--- src/rtl/dtw_dispatch_ctrl.sv ---
// -----------------------------------------------------------------------------
// dtw_dispatch_ctrl
//
// Shares N_CORES dtw_core lanes between one host input stream and one host
// output stream.
//   * Dispatch side: pops whole queries (ID word + SQG_SIZE samples) from the
//     host input FIFO, starts an idle, loaded lane and streams the query into
//     that lane's src FIFO.
//   * Collect side: drains each finished lane's 3-word result (qid, position,
//     minval) from its sink FIFO into the host output FIFO.
//
// Ports
//   clk, rst          clock, asynchronous active-high reset
//   en                dispatch enable (collection always runs)
//   in_fifo_*         host input FIFO (FWFT): empty, head data, pop
//   core_busy         per-lane busy
//   core_load_done    per-lane reference loaded
//   core_rs           per-lane start (registered)
//   core_src_*        per-lane src FIFO: full, write strobe, shared data
//   core_sink_*       per-lane sink FIFO (FWFT): empty, packed data, pop
//   out_fifo_*        host output FIFO: full, write, data
//   dispatch_cnt      queries fully streamed (wraps)
//   result_cnt        results fully drained (wraps)
//   claimed           lane owns an outstanding query
// -----------------------------------------------------------------------------
module dtw_dispatch_ctrl #(
  parameter int N_CORES  = 4,
  parameter int SQG_SIZE = 250
) (
  input  logic                   clk,
  input  logic                   rst,
  input  logic                   en,
  input  logic                   in_fifo_empty,
  input  logic [31:0]            in_fifo_data,
  output logic                   in_fifo_rden,
  input  logic [N_CORES-1:0]     core_busy,
  input  logic [N_CORES-1:0]     core_load_done,
  output logic [N_CORES-1:0]     core_rs,
  input  logic [N_CORES-1:0]     core_src_full,
  output logic [N_CORES-1:0]     core_src_wren,
  output logic [31:0]            core_src_data,
  input  logic [N_CORES-1:0]     core_sink_empty,
  input  logic [32*N_CORES-1:0]  core_sink_data,
  output logic [N_CORES-1:0]     core_sink_rden,
  input  logic                   out_fifo_full,
  output logic                   out_fifo_wren,
  output logic [31:0]            out_fifo_data,
  output logic [31:0]            dispatch_cnt,
  output logic [31:0]            result_cnt,
  output logic [N_CORES-1:0]     claimed
);

  localparam int SEL_W = (N_CORES > 1) ? $clog2(N_CORES) : 1;
  localparam int CNT_W = $clog2(SQG_SIZE + 1);

  typedef enum logic [1:0] {D_IDLE, D_SELECT, D_START, D_STREAM} d_state_t;
  typedef enum logic       {C_SCAN, C_XFER} c_state_t;

  d_state_t           d_state;
  logic [SEL_W-1:0]   sel;
  logic [SEL_W-1:0]   rr_ptr;
  logic [CNT_W-1:0]   word_cnt;

  c_state_t           c_state;
  logic [SEL_W-1:0]   csel;
  logic [SEL_W-1:0]   crr_ptr;
  logic [1:0]         rcnt;

  // Round-robin pick: first set bit of req starting at ptr+1 (mod N_CORES).
  // Returns {found, index}.
  function automatic logic [SEL_W:0] rr_pick(input logic [N_CORES-1:0] req,
                                             input logic [SEL_W-1:0]   ptr);
    logic             found;
    logic [SEL_W-1:0] pick;
    int               idx;
    found = 1'b0;
    pick  = '0;
    for (int k = 1; k <= N_CORES; k++) begin
      idx = (int'(ptr) + k) % N_CORES;
      if (!found && req[idx]) begin
        found = 1'b1;
        pick  = SEL_W'(idx);
      end
    end
    return {found, pick};
  endfunction

  function automatic logic [N_CORES-1:0] onehot(input logic [SEL_W-1:0] idx);
    logic [N_CORES-1:0] v;
    v      = '0;
    v[idx] = 1'b1;
    return v;
  endfunction

  logic [N_CORES-1:0] idle_vec;
  logic [N_CORES-1:0] ready_vec;
  logic [SEL_W:0]     d_pick;
  logic [SEL_W:0]     c_pick;
  logic               d_xfer;
  logic               d_last;
  logic               c_xfer;
  logic               c_last;
  logic [N_CORES-1:0] claim_set;
  logic [N_CORES-1:0] claim_clr;

  assign idle_vec  = core_load_done & ~core_busy & ~claimed;
  assign ready_vec = claimed & ~core_sink_empty;
  assign d_pick    = rr_pick(idle_vec, rr_ptr);
  assign c_pick    = rr_pick(ready_vec, crr_ptr);

  // Pass-through transfers are combinational from the FIFO flags so both
  // directions sustain one word per cycle.
  assign d_xfer = (d_state == D_STREAM) && !in_fifo_empty && !core_src_full[sel];
  assign d_last = d_xfer && (word_cnt == CNT_W'(SQG_SIZE));
  assign c_xfer = (c_state == C_XFER) && !core_sink_empty[csel] && !out_fifo_full;
  assign c_last = c_xfer && (rcnt == 2'd2);

  assign in_fifo_rden   = d_xfer;
  assign out_fifo_wren  = c_xfer;
  assign core_src_wren  = d_xfer ? onehot(sel)  : '0;
  assign core_sink_rden = c_xfer ? onehot(csel) : '0;
  // Data is gated by state so every output reads 0 while reset is held.
  assign core_src_data  = (d_state == D_STREAM) ? in_fifo_data : '0;
  assign out_fifo_data  = (c_state == C_XFER) ? core_sink_data[int'(csel)*32 +: 32] : '0;

  assign claim_set = d_last ? onehot(sel)  : '0;
  assign claim_clr = c_last ? onehot(csel) : '0;

  // A lane is only set when unclaimed and only cleared when claimed, so a
  // simultaneous set and clear always target different lanes.
  always_ff @(posedge clk or posedge rst) begin
    if (rst) claimed <= '0;
    else     claimed <= (claimed | claim_set) & ~claim_clr;
  end

  // Dispatch FSM
  always_ff @(posedge clk or posedge rst) begin
    if (rst) begin
      d_state      <= D_IDLE;
      sel          <= '0;
      rr_ptr       <= SEL_W'(N_CORES - 1);
      word_cnt     <= '0;
      core_rs      <= '0;
      dispatch_cnt <= '0;
    end else begin
      case (d_state)
        D_IDLE: begin
          if (en && !in_fifo_empty) d_state <= D_SELECT;
        end
        D_SELECT: begin
          if (!en) begin
            d_state <= D_IDLE;
          end else if (d_pick[SEL_W]) begin
            sel     <= d_pick[SEL_W-1:0];
            core_rs <= onehot(d_pick[SEL_W-1:0]);
            d_state <= D_START;
          end
        end
        D_START: begin
          // The core flushes its src FIFO while idle, so wait for busy
          // before writing any word.
          if (core_busy[sel]) begin
            core_rs  <= '0;
            word_cnt <= '0;
            d_state  <= D_STREAM;
          end
        end
        D_STREAM: begin
          if (d_xfer) begin
            word_cnt <= word_cnt + 1'b1;
            if (d_last) begin
              rr_ptr       <= sel;
              dispatch_cnt <= dispatch_cnt + 32'd1;
              d_state      <= D_IDLE;
            end
          end
        end
        default: d_state <= D_IDLE;
      endcase
    end
  end

  // Collect FSM
  always_ff @(posedge clk or posedge rst) begin
    if (rst) begin
      c_state    <= C_SCAN;
      csel       <= '0;
      crr_ptr    <= SEL_W'(N_CORES - 1);
      rcnt       <= '0;
      result_cnt <= '0;
    end else begin
      case (c_state)
        C_SCAN: begin
          if (c_pick[SEL_W]) begin
            csel    <= c_pick[SEL_W-1:0];
            rcnt    <= '0;
            c_state <= C_XFER;
          end
        end
        C_XFER: begin
          // A lane's three result words are drained back-to-back; no other
          // lane is scanned until the third word has been popped.
          if (c_xfer) begin
            rcnt <= rcnt + 2'd1;
            if (c_last) begin
              crr_ptr    <= csel;
              result_cnt <= result_cnt + 32'd1;
              c_state    <= C_SCAN;
            end
          end
        end
        default: c_state <= C_SCAN;
      endcase
    end
  end

endmodule

--- config.mk ---
export PLATFORM = sky130hd
export DESIGN_NAME = dtw_dispatch_ctrl
export DESIGN_NICKNAME = d
export VERILOG_FILES = /design/src/rtl/dtw_dispatch_ctrl.sv
export SDC_FILE = /design/constraint.sdc
export NUM_CORES = 1
export LEC_CHECK = 0
export CAP_MARGIN = 15
export CORE_MARGIN = 1.5
export CORE_UTILIZATION = 40
export CTS_CLUSTER_SIZE = 25
export DETAILED_ROUTE_END_ITERATION = 7
export GPL_ROUTABILITY_DRIVEN = 0
export HOLD_SLACK_MARGIN = 0.15
export PLACE_DENSITY_LB_ADDON = 0.05
export SYNTH_ARGS = -nofsm -noshare
export SYNTH_HDL_FRONTEND = slang
export SYNTH_SLANG_ARGS = --single-unit
--- constraint.sdc ---
create_clock -name clk -period 4.8 [get_ports clk]
set_clock_uncertainty 0.15 [all_clocks]
set_input_delay 1.2 -clock clk [delete_from_list [all_inputs] [get_ports clk]]
set_output_delay 1.2 -clock clk [all_outputs]
set_load 0.01 [all_outputs]
=== Word level (Yosys, flattened, before mapping) ===
Index checks and enable logic that the tools add are counted.

* Mux-type cells: 79
* Bitwise gates (word level): 18
* Add/subtract/negate cells: 12
* Eq/ne operators: 14
* Reductions and logical operators: 45
* Shift-type cells: 1
* Order comparisons: 14

{| class="wikitable"
|+ Operators with widths
! operator !! number
|-
| $shiftx 128x8->32 || 1
|-
| $add 32x1->32 const B || 2
|-
| $mux 32 || 2
|-
| $mux 1 || 33
|-
| $lt 3x4->1 const B || 8
|-
| $mux 2 || 16
|-
| $mux 4 || 7
|-
| $bmux 1 s2 || 11
|-
| $and 4x4->4 || 4
|-
| $logic_and 1x1->1 || 16
|-
| $mux 8 || 2
|-
| $not 4->4 || 4
|-
| $pmux 8 s2 || 1
|-
| $reduce_or 2->1 || 8
|-
| $ne 2x2->1 const B || 7
|-
| $reduce_and 3->1 || 4
|-
| $add 2x1->2 const B || 5
|-
| $logic_not 1->1 || 10
|-
| $lt 2x3->1 const B || 3
|-
| $add 2x2->2 const B || 4
|-
| $add 8x1->8 const B || 1
|-
| $and 1x1->1 const A || 8
|-
| $eq 8x8->1 const B || 1
|-
| $pmux 2 s4 || 1
|-
| 16 further kinds || 24
|}

* Output and inout port bits: 146
* Word-level logic and storage cells: 195
* Register bits: 93

=== Longest topological paths before layout ===
Gate-level depths: netlist of run 1.

* Word-level depth: 23
* Mapped depth: 8
* Depth with buffers taken out: 7

=== Worst setup path after synthesis of run 1 ===
OpenSTA, ideal clock, no wires.

* Kind: in2out
* From: in core_sink_empty[3]
* To: out core_sink_rden[0]
* Required time: 3450 ps
* Setup slack: 1067 ps
* Arrival time: 2383 ps
* Stages on the path: 4
* Path through: mux2_2 a221oi_4 nand2_1 nor3_1

* Cells in the longest elaborated chain, start to end: 6

{| class="wikitable"
|+ Ends and longest elaborated chain
! element !! line !! text
|-
| start, declared || 42 || <nowiki>input logic [N_CORES-1:0] core_sink_empty,</nowiki>
|-
| $bmux 1 s2 || 115 || <nowiki>assign c_xfer = (c_state == C_XFER) && !core_sink_empty[csel] && !out_fifo_full;</nowiki>
|-
| $mux 1 (not written as such) || 115 ||
|-
| $logic_not 1->1 || 115 ||
|-
| $logic_and 1x1->1 (2 in series) || 115 ||
|-
| $mux 4 || 121 || <nowiki>assign core_sink_rden = c_xfer ? onehot(csel) : '0;</nowiki>
|-
| end, declared || 44 || <nowiki>output logic [N_CORES-1:0] core_sink_rden,</nowiki>
|}

Every way passes these cells. The select of a mux whose other input is x is not followed.

=== Final worst setup path of run 1 ===
Same ends and word-level chain as after synthesis.

==> qor.yml, run 1 <==
sta:
  max_freq_mhz: 219
  layout_min_cycle_time_ns: 4.56
  holdWs_ns: 0.316
  setup_tns_ns: 0
  maxSlewHeadroom: 0.338
  tightest_slew_ns: 0.984
  finalSetupViolCount: 0
  drv_slew: 0
  timing.final.ws_setup_ns: 0.241
  rsz0062_at_grt: "no"
  hold_viol: 0
  period_share: 0.950
power_and_ir_drop:
  power.density_mw_per_mm2: 224
  power_leakage_uw: 0.00407
  ir_worst_vdd_mv: 0.194
placed_design:
  dpl-instance-area_sq_mm: 0.00960
  port_buffers: 326
  place_ws_ns: 0.255
  hpwl_um: 16900
synth:
  ys_ff_latch: 93
  ys.flop_type: "dfrtp_1"
  yosysSeqAreaShare: 0.381
  synthCells: 592
  synth-warning-count: 0
  synth.net_count: 782
  synth_cell_type_count: 67
  synth_edf_count: 0
  async_flop_share: 1.00
  syn_area_sq_mm: 0.00613
  syn_avg_cell_area_sq_um: 10.3
floorplan:
  dieHeight_um: 127
  die_w_um: 127
  rows: 45
  core-area_sq_mm: 0.0151
  start_util: 0.406
  dieArea_sq_mm: 0.0161
  io_pins: 327
final_layout:
  regArea_sq_mm: 0.00233
  fin_nets: 1107
  final_area_sq_mm: 0.00991
  fillCellCount: 1205
  multi_input_area_sq_mm: 0.00360
  drive_above_1_share: 0.106
  final_core_util: 0.657
  syn_to_final_growth_pct: 61.7
clock_tree:
  post_cts_resized: 0
  cts_setup_buffers: 0
  clockBufferDepth: 2
  clk_latency_ns: 0.34
  tritoncts: "yes"
  root_buffer: "clkbuf_16"
  htreeDepth: 3
  cts_hold_buf: 0
  cts.sinks: 93
  numCtsBuffers: 9
  clk_pin_slew_ns: 0.06
routing:
  drt_pre_antenna_iters: 4
  wl_per_cell_um: 18.9
  vias: 5890
  drt_iter0_drc: 285
  drt_wl_total_um: 21000
  postRouteAntennaNets: 0
  drc: 0
  avgViaCountPerCell: 5.30
critical_path:
  end_kind: "output pin"
  crit_fanout: 8
  worstSetupPathType: "in -> out"
  worstPathArrival_ns: 3.21
  crit_required_ns: 3.45
  critPathLaunchType: "primary input"
run:
  drv_cap: 0
run_status:
  status: "finished, final reports clean"
global_route:
  grt_first_pass_wirelength_um: 32400
  grt_pass1_vias: 6129
  overflow: 0
  grt_max_degree: 51
  grt_util_all_layers: 0.257
  antenna_found_initial: 0
min_path:
  hp-class: "reg -> reg"
[final cells by class]
class                      instances  share of cell area
antenna                            1            0.000253
clock buffer                      11              0.0245
clock inverter                     5             0.00594
inverter                          23             0.00884
multi-input combinational        455               0.364
sequential                        93               0.236
tap                              188              0.0237
timing repair buffer             335               0.337
[cells by family after synthesis]
group / after synthesis / share of synthesized area
XOR/XNOR: 62 / 0.0886
buffers and inverters: 44 / 0.0310
flip-flops: 93 / 0.381
AND/OR/NAND/NOR: 281 / 0.267
adder cells (fa/ha/maj): 9 / 0.0184
AO/OA/AOI/OAI: 58 / 0.0721
multiplexers: 45 / 0.142
[power breakdown]
group,switching [uW],internal [uW]
logic,271,362
registers,47.1,817
clock network,307,419
total,624,1600
[Yosys cell counts (all sizes together) (13+ instances only)]
library cell  count  area share
xnor2            25       0.036
nand2            44       0.027
dfrtp            89        0.36
and2             67       0.068
nand4            22       0.027
a21oi            13       0.012
xor2             37       0.053
nor3             24       0.021
nor2             44       0.027
mux4             32        0.12
o21ai            13       0.011
nand3            28       0.030
inv              23       0.014
[flip-flops by register name (all words and copies together) (netlist names), 2 cells and up, named ones only]
register and count:
dispatch_cnt 32, rcnt 2, rr_ptr 2, word_cnt 8, csel 2, core_rs 4, sel 2, result_cnt 32
claimed 4, crr_ptr 2
[layout by cell type, fill, tap and decap left out, types with 7 or more instances in the layout]
master           count
nor3_1              22
o21ai_0             12
clkbuf_16            9
nand4_1             19
buf_4                8
clkdlybuf4s50_1    326
nor2_1              44
nand2_1             43
dfrtp_1             88
xor2_1              37
mux4_2              32
nand3_1             24
and2_1              67
xnor2_1             25
inv_1               20
a21oi_1             11
or3_1                7
and3_1               7
ha_1                 9
[layer usage]
layer	GRT usage	wire (um)	vias to the layer above
met1	0.273	7620	2874
met3	0.0679	1440	38
met4	0.0876	586	0
met2	0.490	11300	208
met5	0	0	-
li1	-	-	2770
[worst paths after layout]
| kind | startpoint | to | slack, ns | depth (start not counted) |
|---|---|---|---|---|
| setup / recovery | core_sink_empty[3] | core_sink_rden[0] | 0.24 | 6 |
| hold / removal | dispatch_cnt[31] | dispatch_cnt[31] | 0.32 | 1 |
| setup reg to reg | csel[0] | result_cnt[20] | 2.08 | 7 |
| hold reg to reg | dispatch_cnt[31] | dispatch_cnt[31] | 0.32 | 1 |
| max in group asynchronous | rst | rr_ptr[0] | 2.59 | 3 |
| min in group asynchronous | rst | result_cnt[26] | 1.15 | 2 |
[worst max-delay path, cell delays in order]
cell             delay, ns
clkdlybuf4s50_1       0.43
mux2_2                0.31
a221oi_4              0.24
nand2_1               0.24
nor3_1                0.21
clkdlybuf4s50_1       0.57
[per-stage QoR]
stage               std cells  power, uW
finish                   1111       2220
global placement         1094       1490
CTS                      1110       2240
global route             1110       2330
detailed placement       1094       1510
floorplan                 592       1190
Note: power is estimated with default switching activity, not from simulation.
==> inputs of run 2 (changes only) <==
Settings changed: PLACE_DENSITY from default to 0.82, PLACE_DENSITY_LB_ADDON 0.05 to default.
==> qor.yml, run 2 (synthesis results as in run 1) <==
clock_tree:
  numCtsBuffers: 9
  clockBufferDepth: 2
  root_buffer: "clkbuf_16"
  clk_latency_ns: 0.34
  clk_pin_slew_ns: 0.07
  htreeDepth: 3
  tritoncts: "yes"
  cts.sinks: 93
  cts_setup_buffers: 0
  cts_hold_buf: 0
floorplan:
  die_w_um: 127
  start_util: 0.406
  rows: 45
  io_pins: 327
  dieHeight_um: 127
  dieArea_sq_mm: 0.0161
  core-area_sq_mm: 0.0151
final_layout:
  mostFrequentLayoutCell: "clkdlybuf4s50_1"
  regArea_sq_mm: 0.00233
  multi_input_area_sq_mm: 0.00361
  fin_nets: 1108
  diodes: 0
  fillCellCount: 1239
  drive_above_1_share: 0.111
  final_cell_mix: "clkdlybuf4s50_1, dfrtp_1, and2_1"
  reg_top3: "dispatch_cnt (32), result_cnt (32), word_cnt (8)"
  syn_to_final_growth_pct: 61.8
routing:
  wl_per_cell_um: 17.6
  postRouteAntennaNets: 0
  avgViaCountPerCell: 5.27
  vias: 5853
  drt_wl_total_um: 19600
  drt_iter0_drc: 213
  drc: 0
  drt_pre_antenna_iters: 4
power_and_ir_drop:
  ir_worst_vdd_mv: 0.154
  power.density_mw_per_mm2: 221
  power_leakage_uw: 0.00407
  p_total_uw: 2190
critical_path:
  cpPeakStageDelay_ns: 0.55
  crit_required_ns: 3.45
  worstPathArrival_ns: 3.23
  crit_top_cell: "clkdlybuf4s50_1"
  cp_cell_sequence: "clkdlybuf4s50_1, mux2_2, a221oi_4, nand2_2, buf_4, nor2_1, clkdlybuf4s50_1"
  crit_fanout: 7
  slowest_stage: "clkdlybuf4s50_1"
  worstSetupPathType: "in -> out"
  critPathLaunchType: "primary input"
  end_kind: "output pin"
global_route:
  grt_max_degree: 53
  antenna_found_initial: 0
  grt_first_pass_wirelength_um: 30600
  grt_util_all_layers: 0.243
  grt_pass1_vias: 5887
  overflow: 0
sta:
  hold_viol: 0
  timing.final.ws_setup_ns: 0.219
  tightest_slew_ns: 0.893
  finalSetupViolCount: 0
  maxSlewHeadroom: 0.399
  rsz0062_at_grt: "no"
  drv_slew: 0
  setup_tns_ns: 0
  period_share: 0.954
  max_freq_mhz: 218
  layout_min_cycle_time_ns: 4.58
placed_design:
  port_buffers: 326
  hpwl_um: 15600
  place_ws_ns: 0.0820
min_path:
  hp-class: "reg -> reg"
run_status:
  status: "finished, final reports clean"
run:
  drv_cap: 0
==> run 2: cell count changes in the layout (fill, tap and decap cells not counted), sizes merged <==
cell,previous run,this run
buf,9,10
bufinv,1,0
diode,1,0
inv,23,24
clkinv,2,3
clkinvlp,2,1
==> run 2: layer usage <==
layer  vias up  global-route usage  share of wire
li1       2777                   -              -
met1      2796               0.265           0.38
met2       247               0.453           0.52
met3        33              0.0645          0.078
met4         0              0.0856          0.029
met5         -                   0              0
==> run 2: repair_timing <==
item	4_1_cts	5_1_grt
setup endpoints to repair	0	1
gates resized for setup	0	1
hold endpoints to repair	0	0
==> run 2: cell type report <==
class                           instances  area share
Multi-Input combinational cell        455       0.364
Timing Repair Buffer                  336       0.338
Clock inverter                          5     0.00429
Inverter                               23     0.00884
Tap cell                              188      0.0237
Clock buffer                           11      0.0255
Sequential cell                        93       0.236
==> run 2: power breakdown <==
group	internal, uW	leakage (uW)	total, uW	switching (uW)
sequential	817	0.00122	866	48.7
clock	385	0.000143	700	314
combinational	362	0.00271	620	258
==> run 2: stage by stage <==
| stage | std cells | utilization | area [sq um] | hold WS, ns |
|---|---|---|---|---|
| floorplan | 592 | - | 6130 | 0.311 |
| global placement | 1095 | 0.637 | 9610 | 0.313 |
| detailed placement | 1095 | 0.637 | 9610 | 0.317 |
| CTS | 1111 | 0.657 | 9910 | 0.326 |
| global route | 1111 | 0.657 | 9910 | 0.344 |
| finish | 1111 | 0.657 | 9910 | 0.321 |
==> run 2: worst paths after layout <==
| kind | cells after the start | from | slack [ns] | to |
|---|---|---|---|---|
| worst max-delay path | 7 | core_sink_empty[3] | 0.22 | core_sink_rden[3] |
| worst min-delay path | 1 | dispatch_cnt[31] | 0.32 | dispatch_cnt[31] |
| worst max register to register | 7 | d_state[0] | 2.25 | word_cnt[7] |
| worst min register to register | 1 | dispatch_cnt[31] | 0.32 | dispatch_cnt[31] |
| max in group asynchronous | 3 | rst | 2.59 | rr_ptr[1] |
| min in group asynchronous | 2 | rst | 1.14 | result_cnt[30] |
==> run 2: critical path: cells and delay by family <==
family / cells / cell delay [ns]
multiplexers: 1 / 0.31
AO/OA/AOI/OAI: 1 / 0.25
buffers and inverters: 3 / 1.17
AND/OR/NAND/NOR: 2 / 0.30
